[config.mk]
export PLATFORM = sky130hd
export DESIGN_NAME = tempest_rom_loader_flat
export DESIGN_NICKNAME = d
export VERILOG_FILES = /design/src/rtl/tempest_rom_loader_pkg.sv /design/src/rtl/tempest_rom_loader_if.sv /design/src/rtl/tempest_rom_loader_skid_buf.sv /design/src/rtl/tempest_rom_loader.sv /design/src/flat_wrapper.sv
export SDC_FILE = /design/constraint.sdc
export NUM_CORES = 1
export LEC_CHECK = 0
export CORE_MARGIN = 5
export CORE_UTILIZATION = 50
export CTS_CLUSTER_SIZE = 14
export DETAILED_ROUTE_END_ITERATION = 10
export PLACE_DENSITY_LB_ADDON = 0.08
export SLEW_MARGIN = 10
export SYNTH_ARGS = -nofsm -noshare
export SYNTH_HDL_FRONTEND = slang
export SYNTH_SLANG_ARGS = --single-unit
export TNS_END_PERCENT = 1
[constraint.sdc]
create_clock -name clk_25 -period 5.15 [get_ports clk_25]
set_input_delay 0.7725 -clock clk_25 [delete_from_list [all_inputs] [get_ports clk_25]]
set_output_delay 0.7725 -clock clk_25 [all_outputs]
set_load 0.01 [all_outputs]
[src/rtl/tempest_rom_loader_pkg.sv]
// Shared types and sizes for the Tempest ROM loader.
// Region tags, FSM states and the write record carried through the pipe.
package tempest_loader_pkg;

    localparam int PROG_SIZE_DEF = 20480;
    localparam int VEC_SIZE_DEF  = 4096;
    localparam int IMAGE_SIZE    = PROG_SIZE_DEF + VEC_SIZE_DEF;

    typedef enum logic [1:0] {
        REG_NONE,
        REG_PROG,
        REG_VEC
    } region_t;

    typedef enum logic [1:0] {
        S_IDLE,
        S_LOAD,
        S_FLUSH,
        S_DONE
    } state_t;

    typedef struct packed {
        region_t     region;
        logic [14:0] addr;
        logic [7:0]  data;
    } wr_t;

endpackage

[src/rtl/tempest_rom_loader_if.sv]
// ioctl download stream plus ROM write port between hps_io and the loader.
// master = HPS/RAM side, slave = loader.
interface tempest_rom_loader_if;

    logic        ioctl_download;
    logic        ioctl_wr;
    logic [24:0] ioctl_addr;
    logic [7:0]  ioctl_dout;
    logic        ioctl_wait;
    logic        rom_ready;
    logic        prog_we;
    logic [14:0] prog_addr;
    logic        vec_we;
    logic [11:0] vec_addr;
    logic [7:0]  rom_data;

    modport master (
        output ioctl_download, ioctl_wr, ioctl_addr, ioctl_dout, rom_ready,
        input  ioctl_wait, prog_we, prog_addr, vec_we, vec_addr, rom_data
    );

    modport slave (
        input  ioctl_download, ioctl_wr, ioctl_addr, ioctl_dout, rom_ready,
        output ioctl_wait, prog_we, prog_addr, vec_we, vec_addr, rom_data
    );

endinterface

[src/rtl/tempest_rom_loader_skid_buf.sv]
// Output register with one skid entry; the skid catches a byte that
// arrives while the presented write waits for rom_ready.
module loader_skid_buf
    import tempest_loader_pkg::*;
(
    input  logic clk,
    input  logic rst_n,
    input  logic in_valid,
    input  wr_t  in_data,
    output logic in_ready,
    output logic out_valid,
    output wr_t  out_data,
    input  logic out_ready
);

    logic skid_valid;
    wr_t  skid_data;
    logic out_free;

    assign in_ready = !skid_valid;
    assign out_free = !out_valid || out_ready;

    always_ff @(posedge clk or negedge rst_n) begin
        if (!rst_n) begin
            out_valid  <= 1'b0;
            out_data   <= '0;
            skid_valid <= 1'b0;
            skid_data  <= '0;
        end else if (out_free) begin
            if (skid_valid) begin
                out_valid  <= 1'b1;
                out_data   <= skid_data;
                skid_valid <= 1'b0;
            end else begin
                out_valid <= in_valid;
                if (in_valid) out_data <= in_data;
            end
        end else if (in_valid && !skid_valid) begin
            skid_valid <= 1'b1;
            skid_data  <= in_data;
        end
    end

endmodule

[src/rtl/tempest_rom_loader.sv]
// Decodes the HPS ioctl stream into program/vector ROM writes and
// holds the core in reset until a complete, clean image has landed.
module tempest_rom_loader
    import tempest_loader_pkg::*;
#(
    parameter int PROG_SIZE    = PROG_SIZE_DEF,
    parameter int VEC_SIZE     = VEC_SIZE_DEF,
    parameter bit REQUIRE_LOAD = 1'b1
) (
    input  logic                 clk_25,
    input  logic                 RESET_n,
    tempest_rom_loader_if.slave  bus,
    output logic                 load_done,
    output logic                 load_err,
    output logic [15:0]          checksum,
    output logic                 core_reset_n
);

    localparam int IMG = PROG_SIZE + VEC_SIZE;

    state_t      state, state_nx;
    logic        dl_q;
    logic [24:0] count;
    logic        rise, clear, finish, empty;
    logic        strobe, take, bad;
    logic        in_ready, out_valid;
    wr_t         in_w, out_w;

    assign rise   = bus.ioctl_download && !dl_q;
    assign strobe = (state == S_LOAD) && bus.ioctl_download && bus.ioctl_wr;
    assign take   = strobe && in_ready && (in_w.region != REG_NONE);
    assign bad    = strobe && (!in_ready || in_w.region == REG_NONE);
    assign empty  = !out_valid && in_ready;

    always_comb begin
        in_w      = '0;
        in_w.data = bus.ioctl_dout;
        if (bus.ioctl_addr < 25'(PROG_SIZE)) begin
            in_w.region = REG_PROG;
            in_w.addr   = bus.ioctl_addr[14:0];
        end else if (bus.ioctl_addr < 25'(IMG)) begin
            in_w.region = REG_VEC;
            in_w.addr   = 15'(bus.ioctl_addr - 25'(PROG_SIZE));
        end
    end

    always_comb begin
        state_nx = state;
        clear    = 1'b0;
        finish   = 1'b0;
        unique case (state)
            S_IDLE, S_DONE: begin
                if (rise) begin
                    state_nx = S_LOAD;
                    clear    = 1'b1;
                end
            end
            S_LOAD: begin
                if (!bus.ioctl_download) state_nx = S_FLUSH;
            end
            S_FLUSH: begin
                // a new download that rose mid-flush starts once the pipe drains
                if (empty) begin
                    finish   = 1'b1;
                    clear    = bus.ioctl_download;
                    state_nx = bus.ioctl_download ? S_LOAD : S_DONE;
                end
            end
            default: state_nx = S_IDLE;
        endcase
    end

    // dl_q resets high so a download already in progress is not mistaken for a rise
    always_ff @(posedge clk_25 or negedge RESET_n) begin
        if (!RESET_n) begin
            state        <= S_IDLE;
            dl_q         <= 1'b1;
            count        <= '0;
            checksum     <= '0;
            load_done    <= 1'b0;
            load_err     <= 1'b0;
            core_reset_n <= 1'b0;
        end else begin
            state        <= state_nx;
            dl_q         <= bus.ioctl_download;
            core_reset_n <= REQUIRE_LOAD ? load_done : 1'b1;
            if (clear) begin
                count     <= '0;
                checksum  <= '0;
                load_done <= 1'b0;
                load_err  <= 1'b0;
            end else begin
                if (take) begin
                    count    <= count + 25'd1;
                    checksum <= checksum + {8'h00, in_w.data};
                end
                if (bad) load_err <= 1'b1;
                if (finish) begin
                    load_done <= !load_err && (count == 25'(IMG));
                    if (load_err || count != 25'(IMG)) load_err <= 1'b1;
                end
            end
        end
    end

    loader_skid_buf u_skid (
        .clk       (clk_25),
        .rst_n     (RESET_n),
        .in_valid  (take),
        .in_data   (in_w),
        .in_ready  (in_ready),
        .out_valid (out_valid),
        .out_data  (out_w),
        .out_ready (bus.rom_ready)
    );

    assign bus.ioctl_wait = !in_ready;
    assign bus.prog_we    = out_valid && (out_w.region == REG_PROG);
    assign bus.vec_we     = out_valid && (out_w.region == REG_VEC);
    assign bus.prog_addr  = out_w.addr;
    assign bus.vec_addr   = out_w.addr[11:0];
    assign bus.rom_data   = out_w.data;

endmodule
[src/flat_wrapper.sv]
// flat-port wrapper written by rule: the top's interface ports become plain ports
module tempest_rom_loader_flat import tempest_loader_pkg::*;
#(
    parameter int PROG_SIZE    = PROG_SIZE_DEF,
    parameter int VEC_SIZE     = VEC_SIZE_DEF,
    parameter bit REQUIRE_LOAD = 1'b1
)
  (clk_25, RESET_n, load_done, load_err, checksum, core_reset_n, bus_ioctl_download, bus_ioctl_wr, bus_ioctl_addr, bus_ioctl_dout, bus_rom_ready, bus_ioctl_wait, bus_prog_we, bus_prog_addr, bus_vec_we, bus_vec_addr, bus_rom_data);
  tempest_rom_loader_if bus_i ();
  input  logic clk_25;
  input  logic RESET_n;
  output logic load_done;
  output logic load_err;
  output logic [15:0] checksum;
  output logic core_reset_n;
  input wire logic [$bits(bus_i.ioctl_download)-1:0] bus_ioctl_download;
  input wire logic [$bits(bus_i.ioctl_wr)-1:0] bus_ioctl_wr;
  input wire logic [$bits(bus_i.ioctl_addr)-1:0] bus_ioctl_addr;
  input wire logic [$bits(bus_i.ioctl_dout)-1:0] bus_ioctl_dout;
  input wire logic [$bits(bus_i.rom_ready)-1:0] bus_rom_ready;
  output wire logic [$bits(bus_i.ioctl_wait)-1:0] bus_ioctl_wait;
  output wire logic [$bits(bus_i.prog_we)-1:0] bus_prog_we;
  output wire logic [$bits(bus_i.prog_addr)-1:0] bus_prog_addr;
  output wire logic [$bits(bus_i.vec_we)-1:0] bus_vec_we;
  output wire logic [$bits(bus_i.vec_addr)-1:0] bus_vec_addr;
  output wire logic [$bits(bus_i.rom_data)-1:0] bus_rom_data;
  assign bus_i.ioctl_download = bus_ioctl_download;
  assign bus_i.ioctl_wr = bus_ioctl_wr;
  assign bus_i.ioctl_addr = bus_ioctl_addr;
  assign bus_i.ioctl_dout = bus_ioctl_dout;
  assign bus_i.rom_ready = bus_rom_ready;
  assign bus_ioctl_wait = bus_i.ioctl_wait;
  assign bus_prog_we = bus_i.prog_we;
  assign bus_prog_addr = bus_i.prog_addr;
  assign bus_vec_we = bus_i.vec_we;
  assign bus_vec_addr = bus_i.vec_addr;
  assign bus_rom_data = bus_i.rom_data;
  tempest_rom_loader #(.PROG_SIZE(PROG_SIZE), .VEC_SIZE(VEC_SIZE), .REQUIRE_LOAD(REQUIRE_LOAD)) u_core (.clk_25(clk_25), .RESET_n(RESET_n), .bus(bus_i), .load_done(load_done), .load_err(load_err), .checksum(checksum), .core_reset_n(core_reset_n));
endmodule
==> results of run 1 <==
==> kinds of logic (layout without fill, tap and decap cells) <==
logic type / Yosys count / count (layout)
DFF: 99 / 99
muxes: 35 / 35
AOI/OAI and AO/OA: 110 / 110
and+or+nand+nor: 226 / 226
buffers and inverters: 76 / 132
adders and majority gates: 15 / 15
xor gates and xnor gates: 20 / 20
==> final timing paths <==
path                                              start  slack [ps]                               endpoint
hold / removal                                  RESET_n         420  u_core.u_skid.out_data[3]$_DFFE_PN0P_
setup / recovery                     bus_ioctl_addr[20]        2080           u_core.count[19]$_DFFE_PN0P_
hold reg to reg            u_core.load_done$_DFFE_PN0P_         460          u_core.core_reset_n$_DFF_PN0_
setup reg to reg            u_core.state[1]$_DFFE_PN0P_        2570           u_core.count[19]$_DFFE_PN0P_
max in group asynchronous                       RESET_n        3600   u_core.u_skid.skid_valid$_DFFE_PN0P_
min in group clk_25        u_core.load_done$_DFFE_PN0P_         460          u_core.core_reset_n$_DFF_PN0_
==> power by group <==
group | internal, mW | leakage [nW] | switching, mW
Sequential | 0.796 | 1.37 | 0.0211
Combinational | 0.102 | 1.24 | 0.130
Clock | 0.176 | 0.0787 | 0.270
Total | 1.07 | 2.69 | 0.421
==> routing by layer <==
metal,share of wire (%),vias up,wire length (um),global-route usage [%]
li1,-,2098,-,-
met1,48,2016,5730,27.4
met2,46,101,5490,29.6
met3,5.2,14,622,3.55
met4,1.3,0,161,6.10
met5,0,-,0,0
==> metrics by stage <==
stage / instances / hold WS, ps / util (%) / power (mW)
floorplan: 581 / 434 / - / 0.961
global placement: 761 / 431 / 58.0 / 1.06
detailed placement: 761 / 435 / 58.0 / 1.07
CTS: 777 / 443 / 59.6 / 1.51
global route: 777 / 479 / 59.6 / 1.57
finish: 777 / 421 / 59.6 / 1.50
==> layout make-up <==
cell class / count / area [um^2]
clock buffers: 10 / 128
clock inverters: 6 / 41.3
fillers: 938 / 4320
inverters: 15 / 56.3
multi-input cells: 406 / 2510
flip-flops and latches: 99 / 2480
well taps: 140 / 175
repair buffers: 101 / 991
==> cells in the final DEF (no fill, tap or decap), types with 2 or more instances in the layout <==
| cell | netlist | layout |
|---|---|---|
| nand2b_1 | 7 | 7 |
| nor4_1 | 16 | 16 |
| a21oi_1 | 20 | 20 |
| nor2b_1 | 5 | 5 |
| nand3b_1 | 2 | 2 |
| xor2_1 | 2 | 2 |
| buf_4 | 35 | 8 |
| nand4_1 | 8 | 8 |
| a31o_2 | 2 | 2 |
| a21o_1 | 2 | 2 |
| and3_1 | 2 | 2 |
| mux2_2 | 23 | 23 |
| a31oi_1 | 4 | 4 |
| o21a_1 | 5 | 5 |
| nand2_1 | 97 | 96 |
| xnor2_1 | 18 | 18 |
| clkinvlp_4 | 0 | 3 |
| nand3_1 | 18 | 18 |
| dfrtp_1 | 98 | 97 |
| or3_1 | 7 | 7 |
| or2_2 | 2 | 2 |
| and4_1 | 7 | 7 |
| nor3_1 | 7 | 7 |
| clkbuf_8 | 0 | 9 |
| clkdlybuf4s50_1 | 0 | 93 |
| inv_1 | 15 | 15 |
| nor4b_1 | 3 | 3 |
| or4_1 | 6 | 6 |
| o31ai_1 | 2 | 2 |
| ha_1 | 14 | 14 |
| o21ai_0 | 57 | 57 |
| mux2i_1 | 12 | 12 |
| o211ai_1 | 2 | 2 |
| clkinv_2 | 0 | 2 |
| nor3b_1 | 3 | 3 |
| a211oi_1 | 4 | 4 |
| nor2_1 | 33 | 33 |
==> flip-flops by register name, summed over array words and instances, names as in the netlist, 2 cells and up <==
register and flops:
u_core.u_skid.out_data 25, u_core.count 25, u_core.checksum 16, u_core.state 2, u_core.u_skid.skid_data 25
==> worst register-to-register path, stage by stage, from the launching register on <==
cell and delay (ps):
dfrtp_1 420, inv_1 90, ha_1 250, and3_1 200, nand4_1 90, buf_4 250, or4_1 690, or3_1 370
a21oi_1 150
==> flow_summary.ini, run 1 <==
[route]
wirelength_mm = 12.0
dr.pass1.iters = 4
ant_nets = 0
num_vias = 4229
drt_iter0_markers = 210
post-route-drc-count = 0
wl_per_cell_um = 15.5
via_per_inst = 5.44

[global_route]
grt_pass1_wl_mm = 20.3
antenna_found_initial = 0
grt_pass1_vias = 4075
grt_usage_pct = 19.1
grt_max_degree = 52
grt_overflow = 0

[timing]
worstMarginPinSlew_ps = 822
fmax_ghz = 0.326
setup_viol_count_final = 0
rsz0062_at_grt = false
slew_headroom_pct = 45.0
skew_ps = 10.3
timing.final.crit_share_pct = 59.5
hold_violations = 0
setup_tns_ps = 0
slew_viol_final = 0
setup_slack_ps = 2080
min_period_ps = 3070

[yosys]
yosys_warnings = 0
synth-edff-count = 0
synth_ff_type = dfrtp_1
yosys-mux-area-fraction_pct = 7.02
ys_seq_area_share_pct = 45.9
synth-xor-area-share_pct = 3.25
synth_fa_ha_area_share_pct = 3.62
synth_top_family_by_area = simple AND/OR/NAND/NOR gates
yosys.area_share.simple_pct = 20.4
synthTopCellsByCount = dfrtp_1 (98), nand2_1 (97), o21ai_0 (57)
syn_area_mm2 = 0.00540
yosysMostFrequentCell = dfrtp_1
synth_cells = 581
synth.top_cell.area_share_pct = 45.4
synth-compound-area-share_pct = 12.0
postSynth.asyncResetShare_pct = 100
yosysTopAreaCell = dfrtp_1
ys_seq_elements = 99
synthDistinctLibCells = 52
syn_nets = 634
syn_avg_cell_area_um2 = 9.29
synth_area_leaders = dfrtp_1 (45%), nand2_1 (6.7%), o21ai_0 (5.3%)

[cts]
clkSinkCount = 99
postCtsSetupRepairBufs = 0
cts_resized = 0
cts_tree = built
path_clk_slew_ps = 100
cts_buffer_depth = 2
numCtsBuffers = 9
htreeDepth = 3
cts_root_buf = clkbuf_8
ctsHoldBuffers = 0
clock_latency_ps = 370

[place]
placed_area_mm2 = 0.00621
pre_cts_ws_ps = 1540
io_buffers = 94
detailed_place_hpwl_mm = 8.43
gp_congestion = 0.857

[die]
die-width_um = 114
core_area_mm2 = 0.0107
pin_count = 95
die_h_um = 114
fp-row-count = 38
die_area_mm2 = 0.0130
start_util_pct = 50.5

[power_and_ir_drop]
powerDensity_mw_per_mm2 = 234
vdd_drop_max_uv = 118
leakage_nw = 2.69

[critical_path]
crit_type = input pin to flip-flop
cp_max_fo = 21
required_ps = 5440
path_cells = clkdlybuf4s50_1, nor4_1, nand4_1, buf_4, or4_1, or3_1, a21oi_1
critical-path-max-stage-delay_ps = 680
start_kind = input pin
cp_top_family = simple AND/OR/NAND/NOR gates
path_buf_inv = 2
end_kind = flip-flop
r2r_cells = 8
arrival_ps = 3350
slowest_stage = or4_1
worst-path-stages = 7

[run]
maxCapViolations = 0

[finish]
syn_to_final_growth_pct = 18.2
num_antenna_cells = 0
fin_area_mm2 = 0.00638
drive_above_1_share_pct = 8.95
nets = 685

[status]
status = complete, no violations

[worst_hold_path]
hold_path.class = input pin to async pin
Note: power is estimated with default switching activity, not from simulation.
==> run 2, diff against run 1 <==
CORE_UTILIZATION = 48   (was 50)
clock period = 2.7 ns   (was 5.15 ns; I/O delays follow)
==> run 2 against run 1 <==
Effect of this change:
- count of clock-buffer cells in the layout is 1 higher
- core utilization grew 1.5 points
- via count grew 2.8%
- clock skew down 2.7 ps
- combinational power rose by 100%
- largest power group unchanged
- clock power grew to 3.2 times the previous value
- global-route usage rose by 0.76 points
- cell area up 4.8%
==> flow_summary.ini, run 2 (synthesis gave the netlist of run 1 again) <==
[status]
status = complete, no violations

[route]
post-route-drc-count = 0
num_vias = 4346
drt_iter0_markers = 298
dr.pass1.iters = 4
via_per_inst = 5.47
wl_per_cell_um = 16.1
ant_nets = 0
wirelength_mm = 12.8

[critical_path]
required_ps = 2970
crit_type = flip-flop to flip-flop
cp_max_fo = 9
start_kind = flip-flop
end_kind = flip-flop
arrival_ps = 2750

[cts]
clkSinkCount = 99
ctsHoldBuffers = 0
cts_tree = built
cts_buffer_depth = 2
postCtsSetupRepairBufs = 0
htreeDepth = 3
path_clk_slew_ps = 70
clock_latency_ps = 350
cts_root_buf = clkbuf_16
cts_resized = 0
numCtsBuffers = 9

[die]
fp-row-count = 38
pin_count = 95
start_util_pct = 49.4
die-width_um = 116
die_h_um = 116
core_area_mm2 = 0.0109
die_area_mm2 = 0.0135

[timing]
setup_tns_ps = 0
slew_headroom_pct = 66.1
fmax_ghz = 0.403
worstMarginPinSlew_ps = 508
hold_violations = 0
setup_viol_count_final = 0
min_period_ps = 2480
timing.final.crit_share_pct = 91.8
slew_viol_final = 0
rsz0062_at_grt = false
skew_ps = 7.53

[finish]
n_fill_cell = 959
syn_to_final_growth_pct = 23.8
num_antenna_cells = 0
nets = 703
top_regs = u_core.count: 25 flops, u_core.u_skid.out_data: 25 flops, u_core.u_skid.skid_data: 25 flops
drive_above_1_share_pct = 11.3
final_cell_mix = nand2_1 (97), dfrtp_1 (97), clkdlybuf4s50_1 (93)
fin_area_mm2 = 0.00668

[run]
maxCapViolations = 0

[global_route]
antenna_found_initial = 0
grt_max_degree = 49
grt_usage_pct = 19.9
grt_overflow = 0
grt_pass1_vias = 4253
grt_pass1_wl_mm = 21.4

[place]
gp_congestion = 0.830
detailed_place_hpwl_mm = 9.26
io_buffers = 94
placed_area_mm2 = 0.00635

[worst_hold_path]
hold_path.class = input pin to async pin

[power_and_ir_drop]
powerDensity_mw_per_mm2 = 515
vdd_drop_max_uv = 351
leakage_nw = 2.86
==> run 2: worst paths after layout <==
| check | start | to | slack (ps) | depth (start not counted) |
|---|---|---|---|---|
| hold reg to reg | u_core.load_done$_DFFE_PN0P_ | u_core.core_reset_n$_DFF_PN0_ | 440 | 0 |
| hold / removal | RESET_n | u_core.u_skid.out_data[3]$_DFFE_PN0P_ | 20 | 1 |
| min in group clk_25 | u_core.load_done$_DFFE_PN0P_ | u_core.core_reset_n$_DFF_PN0_ | 440 | 0 |
| setup / recovery | u_core.state[1]$_DFFE_PN0P_ | u_core.count[17]$_DFFE_PN0P_ | 220 | 7 |
| max in group asynchronous | RESET_n | u_core.checksum[12]$_DFFE_PN0P_ | 1760 | 3 |
| setup reg to reg | u_core.state[1]$_DFFE_PN0P_ | u_core.count[17]$_DFFE_PN0P_ | 220 | 7 |
==> run 2: metal layers <==
layer  wire length, um  share of wire, %  GRT usage, %
met5                 0                 0             0
met4               148               1.2          6.96
met3               577               4.5          3.19
met1              6240                49          28.7
met2              5800                45          30.5
==> run 2: area by class of cell <==
| cell class | count | area (um^2) | share of cell area [%] |
|---|---|---|---|
| clock inverters | 5 | 85.1 | 1.27 |
| inverters | 15 | 56.3 | 0.843 |
| multi-input cells | 406 | 2500 | 37.5 |
| repair buffers | 119 | 1140 | 17.0 |
| well taps | 140 | 175 | 2.62 |
| flip-flops and latches | 99 | 2480 | 37.1 |
| clock buffers | 11 | 243 | 3.63 |
==> run 2: worst max-delay path, cell delays in order, from the launching register on <==
cell and delay (ps):
dfrtp_1 400, inv_1 90, ha_1 260, and3_1 250
nand4_1 190, or4_1 700, or3_1 360, a21oi_1 140
==> run 2: report_power, final <==
group | switching, mW | internal, mW
Combinational | 0.257 | 0.210
Sequential | 0.0374 | 1.52
Clock | 0.570 | 0.843
==> run 2: stage by stage <==
stage,setup WS (ps),hold WS (ps),util [%],power [mW],instances
2_1_floorplan,439,109,-,1.83,581
3_3_place_gp,17.4,405,58.1,2.04,779
3_5_place_dp,-58.8,415,58.1,2.05,779
4_1_cts,218,38.1,61.1,3.48,795
5_1_grt,31.1,61.6,61.1,3.61,795
6_report,221,21.6,61.1,3.44,795
==> run 3, diff against run 2 <==
ABC_AREA = 1   (was unset)
CORE_UTILIZATION = 49   (was 48)
==> run 3 against run 2 <==
Effect of this change:
- global-route usage grew 1.2 points
- wire length grew 13%
- clock skew grew 1.7 ps
- largest power group unchanged
- highest routed layer unchanged
- clock power shrank 16%
- worst setup slack gained 400 ps
- area after synthesis grew 8.5%
- largest cell class unchanged
- critical endpoint is now u_core.u_skid.out_data[20]$_DFFE_PN0P_
- cell area grew 4.4%
- core utilization shrank 2.3 points
- register-to-register slack gained 400 ps
- count of clock-buffer cells in the layout is the same
- fmax grew 19%
==> flow_summary.ini, run 3 <==
[power_and_ir_drop]
leakage_nw = 3.40
powerDensity_mw_per_mm2 = 525
vdd_drop_max_uv = 250

[yosys]
postSynth.asyncResetShare_pct = 100
synth_cells = 816
synthDistinctLibCells = 35
syn_avg_cell_area_um2 = 7.17
synth-edff-count = 0
synth_ff_type = dfrtp_1
yosys_warnings = 0
synth.top_cell.area_share_pct = 41.9
yosysTopAreaCell = dfrtp_1
ys_seq_area_share_pct = 42.3
synth_area_leaders = dfrtp_1 (42%), nand2_1 (16%), o21ai_0 (6.5%)
syn_nets = 869
syn_area_mm2 = 0.00585
ys_seq_elements = 99
yosysMostFrequentCell = nand2_1
synthTopCellsByCount = nand2_1 (251), dfrtp_1 (98), inv_1 (95)

[critical_path]
start_kind = flip-flop
cp_max_fo = 23
crit_path_frequent_cell = nand2_1
crit_type = flip-flop to flip-flop
arrival_ps = 2320
path_buf_inv = 3
end_kind = flip-flop
slowest_stage = dfrtp_1
cp_top_family = simple AND/OR/NAND/NOR gates
critical-path-max-stage-delay_ps = 400
path_cells = inv_1, ha_1, nand3_1, nor2_2, nand3_2, nand2_1, inv_2, nor2_8, inv_2, nand2_1, nand2_1
required_ps = 2940

[timing]
fmax_ghz = 0.480
holdWs_ps = 23.7
worstMarginPinSlew_ps = 502
skew_ps = 9.21
setup_viol_count_final = 0
slew_viol_final = 0
rsz0062_at_grt = false
timing.final.crit_share_pct = 77.1
slew_headroom_pct = 66.5
min_period_ps = 2080
hold_violations = 0
setup_tns_ps = 0

[finish]
final_common_cell = nand2_1
final_cell_mix = nand2_1 (251), dfrtp_1 (98), inv_1 (95)
stdcell_count = 1030
fin_area_mm2 = 0.00698
syn_to_final_growth_pct = 19.1
drive_above_1_share_pct = 4.76
top_regs = u_core.count: 25 flops, u_core.u_skid.out_data: 25 flops, u_core.u_skid.skid_data: 25 flops
final_util_pct = 58.8
num_antenna_cells = 0
nets = 931

[cts]
clkSinkCount = 99
cts_resized = 0
clock_latency_ps = 350
path_clk_slew_ps = 70
postCtsSetupRepairBufs = 0
cts_tree = built
numCtsBuffers = 9
ctsHoldBuffers = 0
cts_buffer_depth = 2
cts_root_buf = clkbuf_16
htreeDepth = 3

[route]
wirelength_mm = 14.5
wl_per_cell_um = 14.1
dr.pass1.iters = 5
ant_nets = 0
num_vias = 5243
via_per_inst = 5.09
post-route-drc-count = 0
drt_iter0_markers = 381

[die]
die_area_mm2 = 0.0142
core_area_mm2 = 0.0119
start_util_pct = 49.4
die-width_um = 119
pin_count = 95
die_h_um = 119
fp-row-count = 40

[place]
gp_congestion = 0.907
io_buffers = 94
placed_area_mm2 = 0.00671
detailed_place_hpwl_mm = 11.0
dp.cells = 1014

[global_route]
antenna_found_initial = 0
grt_overflow = 0
grt_pass1_vias = 5172
grt_max_degree = 46
grt_usage_pct = 21.1
grt_pass1_wl_mm = 24.6

[status]
status = complete, no violations

[run]
maxCapViolations = 0

[worst_hold_path]
hold_path.class = input pin to async pin
-- run 3: where the power goes --
group | leakage (nW) | total, mW | switching [mW] | internal (mW)
clock network | 0.133 | 1.18 | 0.558 | 0.624
registers | 1.22 | 1.70 | 0.0989 | 1.60
logic | 2.05 | 0.786 | 0.432 | 0.354
-- run 3: routing by layer --
layer	wire [um]	GRT usage [%]	vias to the layer above	share of wire, %
met1	6580	26.9	2439	45
met5	0	0	-	0
met4	338	8.45	0	2.3
met2	6930	35.7	122	48
met3	624	3.47	26	4.3
li1	-	-	2656	-
-- run 3: metrics by stage --
step                setup WS [ps]  power, mW
floorplan                     949       2.19
global placement              321       2.49
detailed placement            258       2.52
CTS                           579       3.70
global route                  370       3.87
finish                        617       3.66
-- run 3: worst paths after layout --
| path | startpoint | endpoint | slack [ps] | cells after the start |
|---|---|---|---|---|
| worst min register to register | u_core.load_done$_DFFE_PN0P_ | u_core.core_reset_n$_DFF_PN0_ | 430 | 0 |
| min in group clk_25 | u_core.load_done$_DFFE_PN0P_ | u_core.core_reset_n$_DFF_PN0_ | 430 | 0 |
| max in group asynchronous | RESET_n | u_core.count[4]$_DFFE_PN0P_ | 2000 | 2 |
| worst max-delay path | u_core.state[1]$_DFFE_PN0P_ | u_core.u_skid.out_data[20]$_DFFE_PN0P_ | 620 | 11 |
| worst max register to register | u_core.state[1]$_DFFE_PN0P_ | u_core.u_skid.out_data[20]$_DFFE_PN0P_ | 620 | 11 |
| worst min-delay path | RESET_n | u_core.u_skid.skid_data[3]$_DFFE_PN0P_ | 20 | 1 |
-- run 3: cell families after synthesis --
group           after synthesis  share of synthesized area [%]
buf+inv                     157                           13.0
simple gates                432                           30.6
compound gates               99                           8.70
xor+xnor                     14                           2.09
fa+ha+maj                    15                           3.33
flops                        99                           42.3
-- run 3: cell type report --
class                   count  area [um^2]
inverters                 100          375
repair buffers            108         1060
flip-flops and latches     99         2480
clock inverters             5         32.5
well taps                 147          184
clock buffers              11          233
fillers                  1134         4890
multi-input cells         560         2620
